File: config.mk
export PLATFORM = sky130hd
export DESIGN_NAME = mul_arbiter
export DESIGN_NICKNAME = d
export VERILOG_FILES = /design/src/rtl/mul_arb_pkg.sv /design/src/rtl/mul_arbiter_rr_picker.sv /design/src/rtl/mul_arbiter.sv
export SDC_FILE = /design/constraint.sdc
export NUM_CORES = 1
export LEC_CHECK = 0
export BUFFER_PORTS_ARGS = -buffer_cell sky130_fd_sc_hd__clkbuf_2
export CORE_MARGIN = 2
export CORE_UTILIZATION = 52
export CTS_CLUSTER_DIAMETER = 100
export CTS_CLUSTER_SIZE = 20
export DETAILED_ROUTE_END_ITERATION = 10
export GPL_TIMING_DRIVEN = 0
export PLACE_DENSITY = 0.87
export SLEW_MARGIN = 15
export SYNTH_ARGS = -nofsm -noshare
export SYNTH_HDL_FRONTEND = slang
export SYNTH_SLANG_ARGS = --single-unit
File: constraint.sdc
create_clock -name clk -period 6.5 [get_ports clk]
set_clock_uncertainty 0.15 [all_clocks]
set_input_delay 0.65 -clock clk [delete_from_list [all_inputs] [get_ports clk]]
set_output_delay 0.65 -clock clk [all_outputs]
set_load 0.03 [all_outputs]
File: src/rtl/mul_arb_pkg.sv
// Shared types and width helpers for the multiplier arbiter.
// Imported by the arbiter top and its round-robin picker.
package mul_arb_pkg;

  typedef enum logic [1:0] {
    IDLE,
    START,
    BUSY,
    RESP
  } state_t;

  function automatic int res_w(input int xw, input int yw);
    return xw + yw;
  endfunction

  function automatic int idx_w(input int n);
    return (n > 1) ? $clog2(n) : 1;
  endfunction

endpackage

File: src/rtl/mul_arbiter_rr_picker.sv
// Combinational round-robin picker: searches req from ptr+1 upward.
// Emits a one-hot grant, its encoded index and an any-request flag.
module rr_picker
  import mul_arb_pkg::*;
#(
  parameter int N  = 4,
  parameter int IW = idx_w(N)
) (
  input  logic [N-1:0]  req_i,
  input  logic [IW-1:0] ptr_i,
  output logic [N-1:0]  gnt_o,
  output logic [IW-1:0] idx_o,
  output logic          any_o
);

  int          j;
  logic [IW-1:0] jj;

  // Walk from farthest to nearest so the nearest hit overwrites.
  always_comb begin
    gnt_o = '0;
    idx_o = '0;
    any_o = 1'b0;
    j     = 0;
    jj    = '0;
    for (int k = N; k >= 1; k--) begin
      j  = (int'(ptr_i) + k) % N;
      jj = IW'(j);
      if (req_i[jj]) begin
        gnt_o     = '0;
        gnt_o[jj] = 1'b1;
        idx_o     = jj;
        any_o     = 1'b1;
      end
    end
  end

endmodule

File: src/rtl/mul_arbiter.sv
// Round-robin front end sharing one serial multiplier among requesters.
// One job in flight; results or timeouts return on a valid/ready channel.
module mul_arbiter
  import mul_arb_pkg::*;
#(
  parameter int  N_REQ      = 4,
  parameter int  OP_X_WIDTH = 16,
  parameter int  OP_Y_WIDTH = 16,
  parameter int  TIMEOUT    = 255,
  localparam int RES_WIDTH  = res_w(OP_X_WIDTH, OP_Y_WIDTH)
) (
  input  logic                        clk,
  input  logic                        rst_n,
  input  logic [N_REQ-1:0]            req_valid,
  input  logic [N_REQ*OP_X_WIDTH-1:0] req_x,
  input  logic [N_REQ*OP_Y_WIDTH-1:0] req_y,
  output logic [N_REQ-1:0]            req_ready,
  output logic [N_REQ-1:0]            resp_valid,
  input  logic [N_REQ-1:0]            resp_ready,
  output logic [RES_WIDTH-1:0]        resp_data,
  output logic                        resp_err,
  output logic                        mul_start,
  output logic [OP_X_WIDTH-1:0]       mul_x,
  output logic [OP_Y_WIDTH-1:0]       mul_y,
  input  logic                        mul_valid,
  input  logic [RES_WIDTH-1:0]        mul_out,
  output logic                        busy
);

  localparam int IW = idx_w(N_REQ);
  localparam int CW = $clog2(TIMEOUT + 1);

  state_t                  state_q;
  logic [IW-1:0]           ptr_q;
  logic [IW-1:0]           gnt_q;
  logic [CW-1:0]           cnt_q;
  logic                    seen_low_q;
  logic                    mul_start_q;
  logic [OP_X_WIDTH-1:0]   mul_x_q;
  logic [OP_Y_WIDTH-1:0]   mul_y_q;
  logic [N_REQ-1:0]        resp_valid_q;
  logic [RES_WIDTH-1:0]    resp_data_q;
  logic                    resp_err_q;

  logic [N_REQ-1:0]        pick_gnt;
  logic [IW-1:0]           pick_idx;
  logic                    pick_any;
  logic [OP_X_WIDTH-1:0]   sel_x;
  logic [OP_Y_WIDTH-1:0]   sel_y;
  logic [N_REQ-1:0]        gnt_oh;

  rr_picker #(
    .N (N_REQ)
  ) u_pick (
    .req_i (req_valid),
    .ptr_i (ptr_q),
    .gnt_o (pick_gnt),
    .idx_o (pick_idx),
    .any_o (pick_any)
  );

  always_comb begin
    sel_x = '0;
    sel_y = '0;
    for (int i = 0; i < N_REQ; i++) begin
      if (pick_gnt[i]) begin
        sel_x = req_x[i*OP_X_WIDTH +: OP_X_WIDTH];
        sel_y = req_y[i*OP_Y_WIDTH +: OP_Y_WIDTH];
      end
    end
  end

  assign gnt_oh     = N_REQ'(1) << gnt_q;
  assign req_ready  = (state_q == IDLE) ? pick_gnt : '0;
  assign resp_valid = resp_valid_q;
  assign resp_data  = resp_data_q;
  assign resp_err   = resp_err_q;
  assign mul_start  = mul_start_q;
  assign mul_x      = mul_x_q;
  assign mul_y      = mul_y_q;
  assign busy       = (state_q != IDLE);

  always_ff @(posedge clk or negedge rst_n) begin
    if (!rst_n) begin
      state_q      <= IDLE;
      ptr_q        <= IW'(N_REQ - 1);
      gnt_q        <= '0;
      cnt_q        <= '0;
      seen_low_q   <= 1'b0;
      mul_start_q  <= 1'b0;
      mul_x_q      <= '0;
      mul_y_q      <= '0;
      resp_valid_q <= '0;
      resp_data_q  <= '0;
      resp_err_q   <= 1'b0;
    end else begin
      unique case (state_q)
        IDLE: begin
          if (pick_any) begin
            mul_x_q     <= sel_x;
            mul_y_q     <= sel_y;
            gnt_q       <= pick_idx;
            ptr_q       <= pick_idx;
            mul_start_q <= 1'b1;
            state_q     <= START;
          end
        end
        START: begin
          mul_start_q <= 1'b0;
          cnt_q       <= '0;
          seen_low_q  <= !mul_valid;
          state_q     <= BUSY;
        end
        BUSY: begin
          if (!mul_valid) seen_low_q <= 1'b1;
          // A high valid is trusted only after a low has been observed.
          if (mul_valid && seen_low_q) begin
            resp_data_q  <= mul_out;
            resp_err_q   <= 1'b0;
            resp_valid_q <= gnt_oh;
            state_q      <= RESP;
          end else if (cnt_q == CW'(TIMEOUT - 1)) begin
            resp_data_q  <= '0;
            resp_err_q   <= 1'b1;
            resp_valid_q <= gnt_oh;
            state_q      <= RESP;
          end else begin
            cnt_q <= cnt_q + CW'(1);
          end
        end
        RESP: begin
          if (resp_ready[gnt_q]) begin
            resp_valid_q <= '0;
            state_q      <= IDLE;
          end
        end
        default: state_q <= IDLE;
      endcase
    end
  end

endmodule

### After elaboration in Yosys (flattened, before gate mapping)

Index checks and enable logic that the tools add are counted.

* equal/unequal tests: 10
* shift-type cells: 1
* multiplexer cells: 59
* $add $sub $neg: 5
* reductions and logical operators: 19
* $lt $le $gt $ge: 9

Operators with widths (number)
* $mux W16: 8
* $mux W32: 2
* $mux W4: 8
* $mux W1: 17
* $mux W2: 8
* $mux W8: 2
* $pmux W8 S2: 1
* $lt A2 B3 Y1 const B: 5
* $bmux W1 S2: 5
* $ne A2 B2 Y1 const B: 5
* $reduce_bool A2 Y1: 5
* $reduce_and A3 Y1: 3
* $add A8 B1 Y8 const B: 1
* $demux W1 S2: 4
* $eq A8 B8 Y1 const B: 1
* $ge A2 B1 Y1 const B: 4
* $pmux W2 S4: 1
* $pmux W4 S2: 1
* $reduce_and A2 Y1: 4
* $logic_and A1 B1 Y1: 5
* $add A2 B1 Y2 const B: 2
* $add A2 B2 Y2 const B: 2
* $eq A2 B2 Y1 const B: 2
* $pmux W1 S2: 2
* 5 further kinds: 5

* logic and storage cells: 114
* bits in registers: 85
* output and inout bits: 75
* bits of input ports: 171

### Longest topological paths before layout

* word-level depth: 13
* gate-level depth with buffers: 11
* mapped depth without buffers: 8

### By module

A second synthesis with hierarchy kept.

* cell total of the unflattened synthesis: 506
* area total of the unflattened synthesis: 4820.9 sq um

Modules (own cells, without submodules)
* mul_arbiter: area each 4267.8 sq um, cells an instance 436, sequential area each 2129.5 sq um, instances 1
* rr_picker: area each 553.0 sq um, cells an instance 70, sequential area each 0.0 sq um, instances 1

### Worst setup path after synthesis

No wires, ideal clock.

* path kind: reg2out
* start: register ptr_q[0]
* end: output port req_ready[3]
* path buffers: 3
* required time: 5.700 ns
* slack: 2.574 ns
* data arrival time: 3.126 ns
* stages on the path, launching flop included: 11
* cell sequence: dfstp_2 > buf_4 > inv_1 > ha_1 > buf_2 > mux2_4 > or4_4 > a21boi_0 > o22ai_2 > buf_2 > nor2_1

* word-level cells in the longest chain between the ends: 10
* elaborated cells on any way between the ends: 37
* those cells by class: add/sub (4); order compare (8); mux (21); reduce/logical (4)

Ends and longest elaborated chain
* start: declaration: line mul_arbiter.sv:34 `logic [IW-1:0] ptr_q;`
* start signal: assignment: line mul_arbiter.sv:86 `ptr_q <= IW'(N_REQ - 1);`
* start signal: assignment: line mul_arbiter.sv:103 `ptr_q <= pick_idx;`
* $add A2 B1 Y2: line mul_arbiter_rr_picker.sv:27 `j = (int'(ptr_i) + k) % N;`
* $lt A2 B3 Y1 (not written as such) or $ge A2 B1 Y1 (tied branches): line mul_arbiter_rr_picker.sv:31 `gnt_o[jj] = 1'b1;`
* $logic_and A1 B1 Y1 (not written as such): line mul_arbiter_rr_picker.sv:31
* $mux W1 (not written as such): line mul_arbiter_rr_picker.sv:31
* $demux W1 S2
* $mux W4 (3 in series): line mul_arbiter_rr_picker.sv:29 `if (req_i[jj]) begin`
* $mux W4 *: line mul_arbiter_rr_picker.sv:29
* $mux W4 *: line mul_arbiter.sv:74 `assign req_ready = (state_q == IDLE) ? pick_gnt : '0;`
* end: declaration: line mul_arbiter.sv:17 `output logic [N_REQ-1:0] req_ready,`

Mark *: on every way between the ends. The rest lies on a longest branch, timed or not. The select of a mux whose other input is x is not followed.

### Worst setup path after layout

Same ends and word-level chain as after synthesis.

==> key figures <==
Run status
  • Status: finished, final reports clean

Critical path
  • Worst r2r src: ptr_q[0]
  • CP endpoint kind: primary output
  • Worst setup SP type: flip-flop
  • CP max FO: 10
  • Critical Path Start: ptr_q[0]
  • Arr. time, crit path: 3.75 ns
  • Reg2reg setup slack: 2.74 ns
  • Critical Path RT: 5.70 ns
  • Worst Setup Path Type: flip-flop to primary output

Cells and area
  • Core Util, Final: 0.689
  • FF+latch area: 2130 um2
  • Area grow syn2layout: 28.5%
  • ANT cells: 0
  • Layout net count: 1,041
  • Finished Cell Area: 7140 um2
  • Area taken by multi-input logic gates: 3130 um2
  • Fillers: 870
  • Share of cells above drive strength 1: 0.423

Power
  • Lkg Pwr: 3.48 nW
  • PD cells: 624 nW/um2
  • Peak supply drop: 489 uV

Yosys
  • Area contributors post-synth: dfrtp_1 (37%), nand2_1 (9.4%), a311oi_2 (7.8%), o31ai_2 (6.8%), a2bb2oi_1 (5.0%)
  • Synthesized net count: 785
  • Ys flop type: dfrtp_1
  • Avg Cell Area, Syn: 9.26 um2
  • Unique masters post-synth: 58
  • Sequential area share after synthesis: 0.383
  • Post-synth top area cell: dfrtp_1
  • Ys async rst share: 1.00
  • Count leader, synth: nand2_1
  • Commonest cells post-synth: nand2_1 (139), dfrtp_1 (83), nor2_1 (45), o21ai_0 (43), a21oi_1 (39)
  • Flops & latches, synth: 85
  • Total number of yosys warnings: 0
  • Area share of the largest cell type after synthesis: 0.374
  • Mapped cell area: 5560 um2
  • Mapped Cells: 600
  • EDFF count, synth: 0

Floorplanning
  • Die Span X: 107 um
  • Die area: 11,500 um2
  • Core Box Area: 10,400 um2
  • Die H: 107 um
  • Initial Util: 0.536
  • FP Rows: 37
  • Boundary Pins: 246

CTS
  • Clk buf depth: 2
  • Reg clk slew, reported paths: 0.09 ns
  • Number of clock sinks: 85
  • # resized after CTS: 0
  • Number of H-tree levels: 3
  • Hold buffer count at cts: 0
  • Num CTS Buffers: 9
  • Root Driver: clkbuf_8
  • Clock tree from TritonCTS: built
  • Setup Buffers After CTS: 0
  • Skew-Pair Late Insertion Delay: 0.35 ns

Timing
  • Measured slew at the worst slew-check pin: 0.662 ns
  • TNS Setup: 0 ns
  • Final hold vios: 0
  • Setup violators final: 0
  • Max Transition Viols Final: 0
  • Period utilization: 0.701
  • Final worst setup slack: 1.95 ns
  • Peak Freq: 0.220 GHz
  • Tmin final: 4.55 ns
  • Max transition margin: 0.559
  • Setup repair after global routing missed its margin: no
  • WHS: 0.110 ns

GRT
  • Initial antenna violation count: 0
  • Total Routing Usage GR: 0.292
  • Largest net degree at the start of global routing: 58
  • First-pass GRT wire length: 26.5 mm
  • Number of global-route vias before repair: 5,534
  • Gr ovfl total: 0

Run
  • Max Cap Violations: 0

Placement
  • Port bufs: 244
  • Dpl ws: 2.35 ns
  • Placed cell areas: 6980 um2
  • Routability cong.: 0.877
  • Hpwl dp: 13.3 mm

Hold path
  • HP Class: primary input to asynchronous set/reset pin

Detailed routing
  • Antenna viol nets, final: 0
  • Drt drc: 0
  • Via density: 5.64
  • Detailed Route WL: 17.1 mm
  • Detailed router's first-iteration violation count: 377
  • Pre-antenna DRT Iters: 5
  • Via count: 5,619
  • Drt wl/cell: 17.2 um
-- cell usage in the layout, fill, tap and decap left out, types with 2 or more instances in the layout --
master      count
clkbuf_2      243
nand2_1       139
dfrtp_1        83
nor2_1         45
o21ai_0        43
a21oi_1        39
a2bb2oi_1      32
o31ai_2        30
a311oi_2       29
clkbuf_1       23
buf_2          17
ha_1           14
inv_1          13
clkbuf_8        9
nand3_1         7
buf_4           5
buf_6           4
mux4_2          4
nand2b_1        4
a21boi_0        4
a311oi_1        4
nor2b_1         4
xor2_1          4
mux2i_1         3
o211ai_1        3
nor3_1          3
mux2_2          3
nor3b_1         2
a221o_1         2
and3_1          2
and2_1          2
nand4_1         2
xnor2_1         2
o21bai_1        2
o31ai_1         2
clkinvlp_4      2
dfstp_2         2
-- per-stage QoR --
stage          total power [W]  cells
2_1_floorplan          0.00333    600
3_3_place_gp           0.00406    980
3_5_place_dp           0.00413    981
4_1_cts                0.00446    996
5_1_grt                0.00476    996
6_report               0.00446    996
-- flip-flops by register name (all words and copies together) (netlist names), 2 cells and up --
register and cells:
cnt_q 8, resp_data 32, resp_valid 4, state_q 2
mul_y 16, ptr_q 2, mul_x 16, gnt_q 2
-- worst paths after layout --
check	end	cells after the start
setup / recovery	req_ready[3]	11
hold / removal	resp_data[16]	1
setup reg to reg	mul_x[4]	10
hold reg to reg	mul_y[11]	2
max in group asynchronous	ptr_q[0]	2
min in group clk	mul_y[11]	2
-- final cells by class --
type                            instances  area share
Multi-Input combinational cell        453       0.437
Sequential cell                        85       0.298
Timing Repair Buffer                  245       0.175
Buffer                                 49      0.0356
Tap cell                              136      0.0238
Clock buffer                           10      0.0179
Inverter                               13     0.00683
Clock inverter                          5     0.00525
-- report_power, final --
group          switching [W]  internal, W
registers           0.000149     0.000768
logic                0.00204      0.00117
clock network       0.000195     0.000138
total                0.00238      0.00208
-- kinds of logic (layout without fill, tap and decap cells) --
family	count (synthesis)	count (layout)	share of synthesized area
AND/OR/NAND/NOR	215	215	0.160
AO/OA/AOI/OAI	206	206	0.329
adder cells (fa/ha/maj)	14	14	0.0315
multiplexers	12	12	0.0324
flip-flops	85	85	0.383
XOR/XNOR	6	6	0.00946
buffers and inverters	62	322	0.0545
-- routing by layer --
metal  track usage  vias up  part of all wire
met5             0        -                 0
li1              -     2673                 -
met3        0.0448       40             0.066
met1         0.358     2665              0.41
met2         0.514      241              0.49
met4         0.122        0             0.030
-- critical path: stages, from the launching register on --
cell      delay, ns
dfstp_2        0.62
buf_4          0.20
inv_1          0.16
ha_1           0.32
buf_2          0.23
mux2_4         0.34
or4_4          0.52
a21boi_0       0.23
o22ai_2        0.20
buf_2          0.26
nor2_1         0.11
clkbuf_2       0.21
Power figures use the tool's default switching activity.
